File: config.mk
export PLATFORM = sky130hd
export DESIGN_NAME = irq_pending_capture_flat
export DESIGN_NICKNAME = d
export VERILOG_FILES = /design/src/rtl/irq_pending_capture_if.sv /design/src/rtl/irq_pending_capture.sv /design/src/flat_wrapper.sv
export SDC_FILE = /design/constraint.sdc
export NUM_CORES = 1
export LEC_CHECK = 0
export CAP_MARGIN = 20
export CORE_MARGIN = 4
export CORE_UTILIZATION = 40
export DETAILED_ROUTE_END_ITERATION = 6
export PLACE_DENSITY = 0.75
export SYNTH_ARGS = -nofsm -noshare
export SYNTH_HDL_FRONTEND = slang
export SYNTH_SLANG_ARGS = --single-unit
File: constraint.sdc
create_clock -name clk -period 5.9 [get_ports clk]
set_input_delay 0.885 -clock clk [delete_from_list [all_inputs] [get_ports clk]]
set_output_delay 0.885 -clock clk [all_outputs]
set_load 0.005 [all_outputs]
File: src/rtl/irq_pending_capture_if.sv
// Avalon-MM register port of irq_pending_capture: word-addressed, registered read
// data with a one-cycle readdatavalid strobe.
interface irq_pending_capture_if;
   logic [1:0]  address;
   logic        read;
   logic        write;
   logic [31:0] writedata;
   logic [31:0] readdata;
   logic        readdatavalid;

   modport slave (
      input  address, read, write, writedata,
      output readdata, readdatavalid
   );

   modport master (
      output address, read, write, writedata,
      input  readdata, readdatavalid
   );
endinterface

File: src/rtl/irq_pending_capture.sv
// Interrupt conditioning ahead of the vector-compute stage: per-bit level/edge capture,
// enable mask and Avalon-MM control. Define IRQ_PENDING_SYNC_EN to add a 2-flop input synchronizer.
module irq_pending_capture #(
   parameter logic [31:0] EDGE_MASK     = 32'h0000_0000,
   parameter logic [31:0] IENABLE_RESET = 32'h0000_0000
) (
   input  logic                        clk,
   input  logic                        reset,
   input  logic [31:0]                 irq,
   irq_pending_capture_if.slave        avs,
   output logic [31:0]                 ipending,
   output logic                        irq_out
);

   typedef enum logic [1:0] {
      REG_PEND    = 2'd0,
      REG_IENABLE = 2'd1,
      REG_EDGECAP = 2'd2,
      REG_IPEND   = 2'd3
   } reg_addr_t;

   logic [31:0] irq_s;
   logic [31:0] irq_d;
   logic [31:0] pend_reg;
   logic [31:0] pend_next;
   logic [31:0] ienable;
   logic [31:0] clr;
   logic [31:0] read_mux;
   reg_addr_t   addr;

   assign addr = reg_addr_t'(avs.address);

`ifdef IRQ_PENDING_SYNC_EN
   logic [31:0] sync_q1;
   logic [31:0] sync_q2;

   always_ff @(posedge clk or posedge reset) begin
      if (reset) begin
         sync_q1 <= '0;
         sync_q2 <= '0;
      end else begin
         sync_q1 <= irq;
         sync_q2 <= sync_q1;
      end
   end

   assign irq_s = sync_q2;
`else
   // Without the synchronizer irq must already be synchronous to clk.
   assign irq_s = irq;
`endif

   assign clr = (avs.write && addr == REG_EDGECAP) ? avs.writedata : 32'h0;

   // Edge bits: a new rising edge overrides a clear in the same cycle.
   assign pend_next = (~EDGE_MASK & irq_s)
                    | ( EDGE_MASK & ((pend_reg & ~clr) | (irq_s & ~irq_d)));

   // NOTE: sequential state uses non-blocking assignments so every flop samples
   // pre-edge values, which is what gives the read-returns-old-value behaviour.
   always_ff @(posedge clk or posedge reset) begin
      if (reset) begin
         irq_d    <= '0;
         pend_reg <= '0;
         ienable  <= IENABLE_RESET;
      end else begin
         irq_d    <= irq_s;
         pend_reg <= pend_next;
         if (avs.write && addr == REG_IENABLE)
            ienable <= avs.writedata;
      end
   end

   assign ipending = pend_reg & ienable;
   assign irq_out  = |ipending;

   // NOTE: read_mux is assigned on every path through the case, so no latch is inferred.
   always_comb begin
      read_mux = '0;
      unique case (addr)
         REG_PEND:    read_mux = pend_reg;
         REG_IENABLE: read_mux = ienable;
         REG_EDGECAP: read_mux = pend_reg & EDGE_MASK;
         REG_IPEND:   read_mux = ipending;
         default:     read_mux = '0;
      endcase
   end

   always_ff @(posedge clk or posedge reset) begin
      if (reset) begin
         avs.readdata      <= '0;
         avs.readdatavalid <= 1'b0;
      end else begin
         avs.readdatavalid <= avs.read;
         if (avs.read)
            avs.readdata <= read_mux;
      end
   end

endmodule

File: src/flat_wrapper.sv
// flat-port wrapper written by rule: the top's interface ports become plain ports
module irq_pending_capture_flat 
#(
   parameter logic [31:0] EDGE_MASK     = 32'h0000_0000,
   parameter logic [31:0] IENABLE_RESET = 32'h0000_0000
)
  (clk, reset, irq, ipending, irq_out, avs_address, avs_read, avs_write, avs_writedata, avs_readdata, avs_readdatavalid);
  irq_pending_capture_if avs_i ();
  input  logic clk;
  input  logic reset;
  input  logic [31:0] irq;
  output logic [31:0] ipending;
  output logic irq_out;
  input wire logic [$bits(avs_i.address)-1:0] avs_address;
  input wire logic [$bits(avs_i.read)-1:0] avs_read;
  input wire logic [$bits(avs_i.write)-1:0] avs_write;
  input wire logic [$bits(avs_i.writedata)-1:0] avs_writedata;
  output wire logic [$bits(avs_i.readdata)-1:0] avs_readdata;
  output wire logic [$bits(avs_i.readdatavalid)-1:0] avs_readdatavalid;
  assign avs_i.address = avs_address;
  assign avs_i.read = avs_read;
  assign avs_i.write = avs_write;
  assign avs_i.writedata = avs_writedata;
  assign avs_readdata = avs_i.readdata;
  assign avs_readdatavalid = avs_i.readdatavalid;
  irq_pending_capture #(.EDGE_MASK(EDGE_MASK), .IENABLE_RESET(IENABLE_RESET)) u_core (.clk(clk), .reset(reset), .irq(irq), .avs(avs_i), .ipending(ipending), .irq_out(irq_out));
endmodule
==> results of run 1 <==
metrics by stage:
| step | cell area, um2 | util | hold slack, ns | instances |
|---|---|---|---|---|
| after floorplan | 3980 | - | 0.478 | 336 |
| after global placement | 5450 | 0.560 | 0.489 | 588 |
| after detailed placement | 5450 | 0.560 | 0.499 | 588 |
| after CTS | 5610 | 0.577 | 0.517 | 604 |
| after global routing | 5630 | 0.579 | 0.541 | 605 |
| final | 5630 | 0.579 | 0.511 | 605 |
placed cells by master, fill, tap and decap left out:
| cell type | n |
|---|---|
| a21oi_1 | 43 |
| a32oi_1 | 21 |
| and2_1 | 29 |
| and2_2 | 1 |
| and2_4 | 2 |
| buf_12 | 1 |
| buf_2 | 2 |
| buf_4 | 4 |
| clkbuf_1 | 3 |
| clkbuf_8 | 9 |
| clkdlybuf4s50_1 | 133 |
| clkinv_2 | 1 |
| clkinv_4 | 2 |
| clkinvlp_4 | 1 |
| dfrtp_1 | 97 |
| inv_4 | 1 |
| mux2_1 | 15 |
| mux2_2 | 17 |
| mux2i_1 | 11 |
| nand2b_1 | 21 |
| nand3b_1 | 1 |
| nor2_1 | 43 |
| nor2_2 | 1 |
| or2_1 | 4 |
| or4_1 | 9 |
worst max-delay path by stage:
stage          depth (start not counted)                      end           startpoint  slack, ns
2_1_floorplan                          1   u_core.avs.readdata[0]                reset       2.48
3_3_place_gp                           5                  irq_out  u_core.pend_reg[14]       2.51
3_5_place_dp                           4  u_core.avs.readdata[28]       avs_address[1]       2.46
4_1_cts                                5                  irq_out  u_core.pend_reg[14]       2.08
5_1_grt                                5                  irq_out  u_core.pend_reg[14]       2.03
6_report                               5                  irq_out  u_core.pend_reg[14]       2.13
metal layers:
layer  global-route usage  up-vias  share of wire
met2                0.295       94           0.49
met4               0.0442        0         0.0083
met1                0.226     1511           0.43
li1                     -     1439              -
met5                    0        -              0
met3               0.0498        8          0.072
area by class of cell:
class / count / area (um2)
inverter: 1 / 6.26
clock buffer: 12 / 135
sequential: 97 / 2430
fill: 858 / 4100
multi-input combinational: 218 / 1480
timing repair buffer: 140 / 1390
clock inverter: 4 / 30.0
tap: 133 / 166
power by group:
group / total (mW) / switching [mW] / internal, mW
sequential: 0.793 / 0.0488 / 0.745
clock: 0.376 / 0.221 / 0.155
combinational: 0.345 / 0.133 / 0.212
total: 1.51 / 0.403 / 1.11
kinds of logic (layout without fill, tap and decap cells):
kind of cell,count (synthesis),in the layout,synth area share
AOI/OAI and AO/OA,64,64,0.100
buffers and inverters,21,157,0.0198
DFF,97,97,0.610
muxes,43,43,0.118
and+or+nand+nor,111,111,0.152
==> summary.txt, run 1 <==
first-pass iteration count of the detailed router -> 4
Rows -> 36
I/O Pins -> 136
post-DR vias/cell -> 5.04
r2r setup slk -> 4.84 ns
root buf cell -> clkbuf_8
fmax -> 266 MHz
Post-synth EDFFs -> 0
Post-Synthesis Cells -> 336
dpl hpwl -> 7100 um
Final Hold Vio Count -> 0
top_reg_cell synth -> dfrtp_1
Longest Clk Path Bufs -> 2
Worst EP arrival -> 2.88 ns
final setup fails -> 0
# port buffers -> 135
setup TNS -> 0 ns
Hold Path Origin -> u_core.ienable[18]
Worst Setup End Kind -> primary output
critical path's top delay family -> simple AND/OR/NAND/NOR gates
TritonCTS clock tree -> yes
gpl congestion -> 0.794
final cycle utilization of the critical path -> 0.638
Max VDD drop -> 0.000139 V
CP max stage delay -> 0.53 ns
RSZ-0062 raised after global routing -> false
CTS sink count -> 97
worst r2r src -> u_core.pend_reg[25]
final setup margin -> 2.13 ns
Setup CP Type -> flop to primary output
CP cell instances -> and2_4 -> or4_1 -> or4_1 -> or4_1 -> clkdlybuf4s50_1
FF+latch count, synth -> 97
Syn-to-layout area delta -> 41.5%
share of cells above drive strength 1 -> 0.0890
Critical Path Start Type -> flop
worst hold stages -> 1
syn_area_per_cell -> 11.8 um2
DR vias -> 3052
Core Area -> 9730 um2
cell mode on critical path -> or4_1
DRC Markers -> 0
Unique masters post-synth -> 17
run status -> completed
Synth area leader -> dfrtp_1
worst-margin pin slew -> 1.01 ns
P per Cell Area -> 269 nW/um2
most frequent cell after synthesis -> dfrtp_1
top cells by area, synth -> dfrtp_1 (61%), a21oi_1 (5.4%), mux2_2 (4.8%)
Max transition margin -> 0.325
Post-CTS Hold Fix Bufs -> 0
Hold EP -> u_core.ienable[18]
post-route ant nets -> 0
post-CTS setup buffers -> 0
Power Total -> 1.51 mW
pre-CTS setup slack -> 2.46 ns
mapped cell area -> 3980 um2
GRT overflow -> 0
FF-to-FF End -> u_core.avs.readdata[25]
Tot GR Track Use -> 0.176
most frequent cells after synthesis -> dfrtp_1 (97), nor2_1 (44), a21oi_1 (43), and2_1 (29)
final WL -> 10200 um
ANT cells -> 0
Leak -> 2.32 nW
max-cap violations -> 0
die area -> 11600 um2
wire length per cell -> 16.9 um
Critical Path RT -> 5.02 ns
share of flip-flops with an asynchronous set or reset -> 1.00
Seq/Total Area, Yosys -> 0.610
initial antenna violation count -> 0
vias in the first global route -> 3153
syn nets -> 406
Die Y -> 108 um
Clk Latency, worst-skew pair -> 0.34 ns
pin count of the biggest net entering global routing -> 66
Slew Limit Fails -> 0
post-synth top area share -> 0.610
Reg clk slew, reported paths -> 0.09 ns
worst path bufs/invs -> 1
Initial Util -> 0.409
CP max stage cell -> or4_1
Syn. warnings -> 0
Post-CTS Resized -> 0
Chip Width -> 108 um
Final #Nets -> 537
clock buffer count from CTS -> 9
clk_skew -> 0.00922 ns
global-route wire length before repair -> 15900 um
crit path max fanout -> 3
minimum clock period -> 3.77 ns
Worst Reg-to-Reg Cells -> 3
H-tree depth -> 3
1st-iter DRT viols -> 99
Worst Hold Class -> flop to flop
(Power assumes the default switching activity.)
==> run 2: changes to the inputs <==
- PLACE_DENSITY: 0.75 -> 0.78
- clock period: 5.9 -> 3.2 ns (I/O delays scaled with it)
==> summary.txt, run 2 (synthesis gave the netlist of run 1 again) <==
run status -> completed (unchanged)
first-pass iteration count of the detailed router -> 4 (unchanged)
clk_skew -> 0.00345 ns (was 0.00922 ns)
post-route ant nets -> 0 (unchanged)
Max VDD drop -> 0.000281 V (was 0.000139 V)
setup TNS -> 0 ns (unchanged)
# port buffers -> 135 (unchanged)
FF-to-FF End -> u_core.avs.readdata[20] (was u_core.avs.readdata[25])
Rows -> 36 (unchanged)
Logic pwr share -> 0.221 (was 0.228)
gpl congestion -> 0.769 (was 0.794)
initial antenna violation count -> 0 (unchanged)
crit path to -> irq_out (unchanged)
Worst Setup End Kind -> primary output (unchanged)
Power Total -> 2.92 mW (was 1.51 mW)
pin count of the biggest net entering global routing -> 57 (was 66)
clock share of power -> 0.276 (was 0.248)
Non-Filler Instances -> 607 (was 605)
Critical Path Start Type -> flop (unchanged)
global-route wire length before repair -> 16900 um (was 15900 um)
Final Instance Area -> 5680 um2 (was 5630 um2)
fmax -> 333 MHz
DRC Markers -> 0 (unchanged)
die area -> 11600 um2 (unchanged)
CTS sink count -> 97 (unchanged)
dpl hpwl -> 7520 um (was 7100 um)
RSZ-0062 raised after global routing -> false (unchanged)
GRT overflow -> 0 (unchanged)
commonest non-fill, non-tap cell in the layout -> clkdlybuf4s50_1 (unchanged)
ANT cells -> 0 (unchanged)
placed cell area -> 5480 um2 (was 5450 um2)
Setup CP Type -> flop to primary output (unchanged)
final WL -> 10600 um (was 10200 um)
Final Hold Vio Count -> 0 (unchanged)
Slew Limit Fails -> 0 (unchanged)
max-cap violations -> 0 (unchanged)
clock buffer count from CTS -> 9 (unchanged)
share of cells above drive strength 1 -> 0.0992 (was 0.0890)
Die Y -> 108 um (unchanged)
Reg power frac -> 0.504 (was 0.524)
worst r2r src -> u_core.pend_reg[20] (was u_core.pend_reg[25])
vias in the first global route -> 3162 (was 3153)
minimum clock period -> 3.01 ns
post-DR vias/cell -> 5.05 (was 5.04)
root buf cell -> clkbuf_8 (unchanged)
DR vias -> 3068 (was 3052)
Tot GR Track Use -> 0.188 (was 0.176)
Critical Path RT -> 2.72 ns (was 5.02 ns)
Worst Hold Class -> input port to asynchronous set/reset pin (was flop to flop)
pre-CTS setup slack -> 0.203 ns (was 2.46 ns)
Core Area -> 9730 um2 (unchanged)
Worst Reg-to-Reg Cells -> 3 (unchanged)
commonest cells after routing, fill and taps aside -> clkdlybuf4s50_1 (132), dfrtp_1 (97), nor2_1 (43), a21oi_1 (43), and2_1 (29) (was clkdlybuf4s50_1 (133), dfrtp_1 (97), nor2_1 (43), a21oi_1 (43), and2_1 (29))
Leak -> 2.34 nW (was 2.32 nW)
Worst EP arrival -> 2.53 ns (was 2.88 ns)
Pint -> 2.15 mW (was 1.11 mW)
Reg clk slew, reported paths -> 0.08 ns (was 0.09 ns)
Syn-to-layout area delta -> 42.7% (was 41.5%)
Final #Nets -> 539 (was 537)
Longest Clk Path Bufs -> 2 (unchanged)
wire length per cell -> 17.4 um (was 16.9 um)
dpl cells -> 591 (was 588)
worst-margin pin slew -> 0.730 ns (was 1.01 ns)
crit path max fanout -> 3 (unchanged)
P per Cell Area -> 514 nW/um2 (was 269 nW/um2)
Clk Latency, worst-skew pair -> 0.36 ns (was 0.34 ns)
Max transition margin -> 0.513 (was 0.325)
Sw Share -> 0.262 (was 0.266)
Crit. Startpoint -> u_core.pend_reg[14] (unchanged)
r2r setup slk -> 2.14 ns (was 4.84 ns)
NetSw -> 764 uW (was 403 uW)
H-tree depth -> 3 (unchanged)
I/O Pins -> 136 (unchanged)
Initial Util -> 0.409 (unchanged)
TritonCTS clock tree -> yes (unchanged)
Chip Width -> 108 um (unchanged)
final setup fails -> 0 (unchanged)
1st-iter DRT viols -> 134 (was 99)
final setup margin -> 0.194 ns (was 2.13 ns)
final cycle utilization of the critical path -> 0.940
-- run 2: per-layer routing --
| layer | wire [um] | track usage | share of wire |
|---|---|---|---|
| met3 | 732 | 0.0468 | 0.069 |
| met5 | 0 | 0 | 0 |
| met1 | 4600 | 0.247 | 0.44 |
| met2 | 5100 | 0.305 | 0.48 |
| met4 | 138 | 0.0631 | 0.013 |
-- run 2: critical path: stages, from the launching register on --
cell,delay [ns]
dfrtp_1,0.40
and2_4,0.16
or4_1,0.52
or4_1,0.43
or4_1,0.52
clkbuf_2,0.14
-- run 2: worst min path at each step --
stage          cells after the start          startpoint                      end  slack (ns)
2_1_floorplan                      1   u_core.ienable[9]        u_core.ienable[9]        0.48
3_3_place_gp                       1   u_core.ienable[8]        u_core.ienable[8]        0.49
3_5_place_dp                       1  u_core.ienable[18]       u_core.ienable[18]        0.50
4_1_cts                            2               reset  u_core.avs.readdata[14]        0.52
5_1_grt                            1             irq[17]      u_core.pend_reg[17]        0.53
6_report                           2               reset  u_core.avs.readdata[11]        0.52
-- run 2: layout make-up --
type / instances / area [um2]
flip-flops and latches: 97 / 2430
fillers: 845 / 4050
clock inverters: 4 / 51.3
inverters: 1 / 6.26
clock buffers: 12 / 145
multi-input cells: 218 / 1480
well taps: 133 / 166
repair buffers: 142 / 1400
-- run 2: power by group through the flow --
stage / clock [mW] / sequential [mW] / combinational, mW
6_report: 0.804 / 1.47 / 0.644
5_1_grt: 0.864 / 1.49 / 0.704
4_1_cts: 0.830 / 1.47 / 0.656
3_5_place_dp: 0 / 1.49 / 0.650
3_3_place_gp: 0 / 1.48 / 0.637
2_1_floorplan: 0 / 1.47 / 0.279
-- run 2: through the flow --
step	util	hold slack (ns)
2_1_floorplan	-	0.478
3_3_place_gp	0.563	0.491
3_5_place_dp	0.563	0.504
4_1_cts	0.584	0.524
5_1_grt	0.583	0.532
6_report	0.583	0.521
-- run 2: repair_timing --
action                                  CTS  global route
resized for setup                         2             2
endpoints found under the setup margin    1             1
setup buffers                             0             0
hold buffers                              0             0
==> run 3: changes to the inputs <==
- PLACE_DENSITY: 0.78 -> 0.77
- SLEW_MARGIN: not set -> 20
==> summary.txt, run 3 (synthesis gave the netlist of run 1 again) <==
run status -> completed (unchanged)
Final Hold Vio Count -> 0 (unchanged)
clk_skew -> 0.00739 ns (was 0.00345 ns)
P per Cell Area -> 511 nW/um2 (was 514 nW/um2)
Logic pwr share -> 0.221 (about the same)
Clk Latency, worst-skew pair -> 0.35 ns (was 0.36 ns)
DRC Markers -> 0 (unchanged)
worst-margin pin slew -> 1.01 ns (was 0.730 ns)
cell mode on critical path -> or4_1 (unchanged)
first-pass iteration count of the detailed router -> 4 (unchanged)
1st-iter DRT viols -> 102 (was 134)
max-cap violations -> 0 (unchanged)
Worst Setup End Kind -> primary output (unchanged)
share of cells above drive strength 1 -> 0.101 (was 0.0992)
crit path max fanout -> 3 (unchanged)
root buf cell -> clkbuf_8 (unchanged)
CP max stage delay -> 0.54 ns (was 0.52 ns)
Worst Hold Class -> flop to flop (was input port to asynchronous set/reset pin)
Chip Width -> 108 um (unchanged)
Reg clk slew, reported paths -> 0.09 ns (was 0.08 ns)
pre-CTS setup slack -> 0.173 ns (was 0.203 ns)
commonest non-fill, non-tap cell in the layout -> clkdlybuf4s50_1 (unchanged)
setup TNS -> 0 ns (unchanged)
I/O Pins -> 136 (unchanged)
global-route wire length before repair -> 16200 um (was 16900 um)
final WL -> 10500 um (was 10600 um)
Die Y -> 108 um (unchanged)
final setup margin -> 0.165 ns (was 0.194 ns)
vias in the first global route -> 3231 (was 3162)
Sw Share -> 0.265 (was 0.262)
RSZ-0062 raised after global routing -> false (unchanged)
initial antenna violation count -> 0 (unchanged)
Worst EP arrival -> 2.55 ns (was 2.53 ns)
CP cell instances -> and2_1 -> or4_1 -> or4_4 -> or4_1 -> clkbuf_2 (was and2_4 -> or4_1 -> or4_1 -> or4_1 -> clkbuf_2)
CTS sink count -> 97 (unchanged)
Core Area -> 9730 um2 (unchanged)
clock share of power -> 0.274 (was 0.276)
post-DR vias/cell -> 5.07 (was 5.05)
area of the multi-input gates -> 1480 um2 (unchanged)
fmax -> 330 MHz (was 333 MHz)
Hold Slack -> 0.516 ns (was 0.521 ns)
pin count of the biggest net entering global routing -> 54 (was 57)
ANT cells -> 0 (unchanged)
Tot GR Track Use -> 0.182 (was 0.188)
Slew Limit Fails -> 0 (unchanged)
dpl hpwl -> 7540 um (was 7520 um)
Initial Util -> 0.409 (unchanged)
H-tree depth -> 3 (unchanged)
Post-CTS Hold Fix Bufs -> 0 (unchanged)
GRT overflow -> 0 (unchanged)
Max VDD drop -> 0.000270 V (was 0.000281 V)
commonest cells after routing, fill and taps aside -> clkdlybuf4s50_1 (132), dfrtp_1 (97), nor2_1 (43), a21oi_1 (43), and2_1 (29) (unchanged)
clock buffer count from CTS -> 9 (unchanged)
Longest Clk Path Bufs -> 2 (unchanged)
# port buffers -> 135 (unchanged)
Pint -> 2.14 mW (was 2.15 mW)
Max transition margin -> 0.327 (was 0.513)
layout filler cell count -> 838 (was 845)
sequential standard cell area -> 2430 um2 (unchanged)
minimum clock period -> 3.03 ns (was 3.01 ns)
gpl congestion -> 0.782 (was 0.769)
Critical Path Start Type -> flop (unchanged)
final cycle utilization of the critical path -> 0.948 (was 0.940)
CP max stage cell -> or4_1 (unchanged)
Setup CP Type -> flop to primary output (unchanged)
critical path's top delay family -> simple AND/OR/NAND/NOR gates (unchanged)
die area -> 11600 um2 (unchanged)
Critical Path RT -> 2.72 ns (about the same)
Reg power frac -> 0.505 (was 0.504)
Rows -> 36 (unchanged)
DR vias -> 3076 (was 3068)
Syn-to-layout area delta -> 42.9% (was 42.7%)
TritonCTS clock tree -> yes (unchanged)
worst path bufs/invs -> 1 (unchanged)
NetSw -> 769 uW (was 764 uW)
Leak -> 2.35 nW (was 2.34 nW)
post-route ant nets -> 0 (unchanged)
wire length per cell -> 17.3 um (was 17.4 um)
Final #Nets -> 539 (unchanged)
final setup fails -> 0 (unchanged)
==> run 3: cell count changes in the layout (fill, tap and decap cells not counted) <==
| cell | change |
|---|---|
| buf_12 | +1 |
| buf_4 | -1 |
| clkbuf_1 | -1 |
| clkbuf_8 | -1 |
| clkinv_2 | +1 |
| clkinv_4 | +1 |
| clkinvlp_4 | -1 |
| inv_6 | +1 |
==> run 3: layer usage <==
metal | vias up | share of wire | track usage
met5 | - | 0 | 0
met4 | 0 | 0.019 | 0.0694
met3 | 20 | 0.057 | 0.0420
met2 | 97 | 0.49 | 0.300
met1 | 1514 | 0.43 | 0.232
li1 | 1445 | - | -
==> run 3: power groups by stage <==
stage                     Clock, mW  Combinational (mW)  Sequential (mW)
after floorplan                   0               0.279             1.47
after global placement            0               0.637             1.48
after detailed placement          0               0.649             1.49
after CTS                     0.819               0.655             1.47
after global routing          0.867               0.698             1.49
final                         0.796               0.643             1.47
==> run 3: what timing repair did <==
action	in CTS	in global routing
endpoints found under the hold margin	0	0
setup buffers	1	0
endpoints found under the setup margin	1	1
resized for setup	3	1
==> run 3: worst paths after layout <==
check | from | end | slack (ns) | cells past startpoint
worst max-delay path | u_core.pend_reg[12] | irq_out | 0.17 | 5
worst min-delay path | u_core.ienable[18] | u_core.ienable[18] | 0.52 | 1
worst max register to register | u_core.pend_reg[14] | u_core.avs.readdata[14] | 2.11 | 4
worst min register to register | u_core.ienable[18] | u_core.ienable[18] | 0.52 | 1
max in group asynchronous | reset | u_core.ienable[24] | 1.96 | 3
min in group asynchronous | reset | u_core.avs.readdata[17] | 0.54 | 2
==> run 3: cell type report <==
cell class              instances  share of cell area
flip-flops and latches         97               0.427
clock buffers                  10              0.0224
clock inverters                 6              0.0117
repair buffers                142               0.249
well taps                     133              0.0293
multi-input cells             218               0.260
inverters                       1             0.00110
==> run 3: metrics by stage <==
step                total power [mW]   util  instances  instance area [um2]
floorplan                       1.75      -        336                 3980
CTS                             2.94  0.585        607                 5690
global placement                2.11  0.564        590                 5490
global route                    3.05  0.584        607                 5690
detailed placement              2.14  0.564        590                 5490
finish                          2.90  0.584        607                 5690
==> run 3: worst reg2reg max path: cells and delay by family (launching register included) <==
| kind | cells | cell delay [ns] |
|---|---|---|
| flops | 1 | 0.38 |
| buf+inv | 1 | 0.13 |
| simple gates | 1 | 0.13 |
| compound gates | 2 | 0.31 |
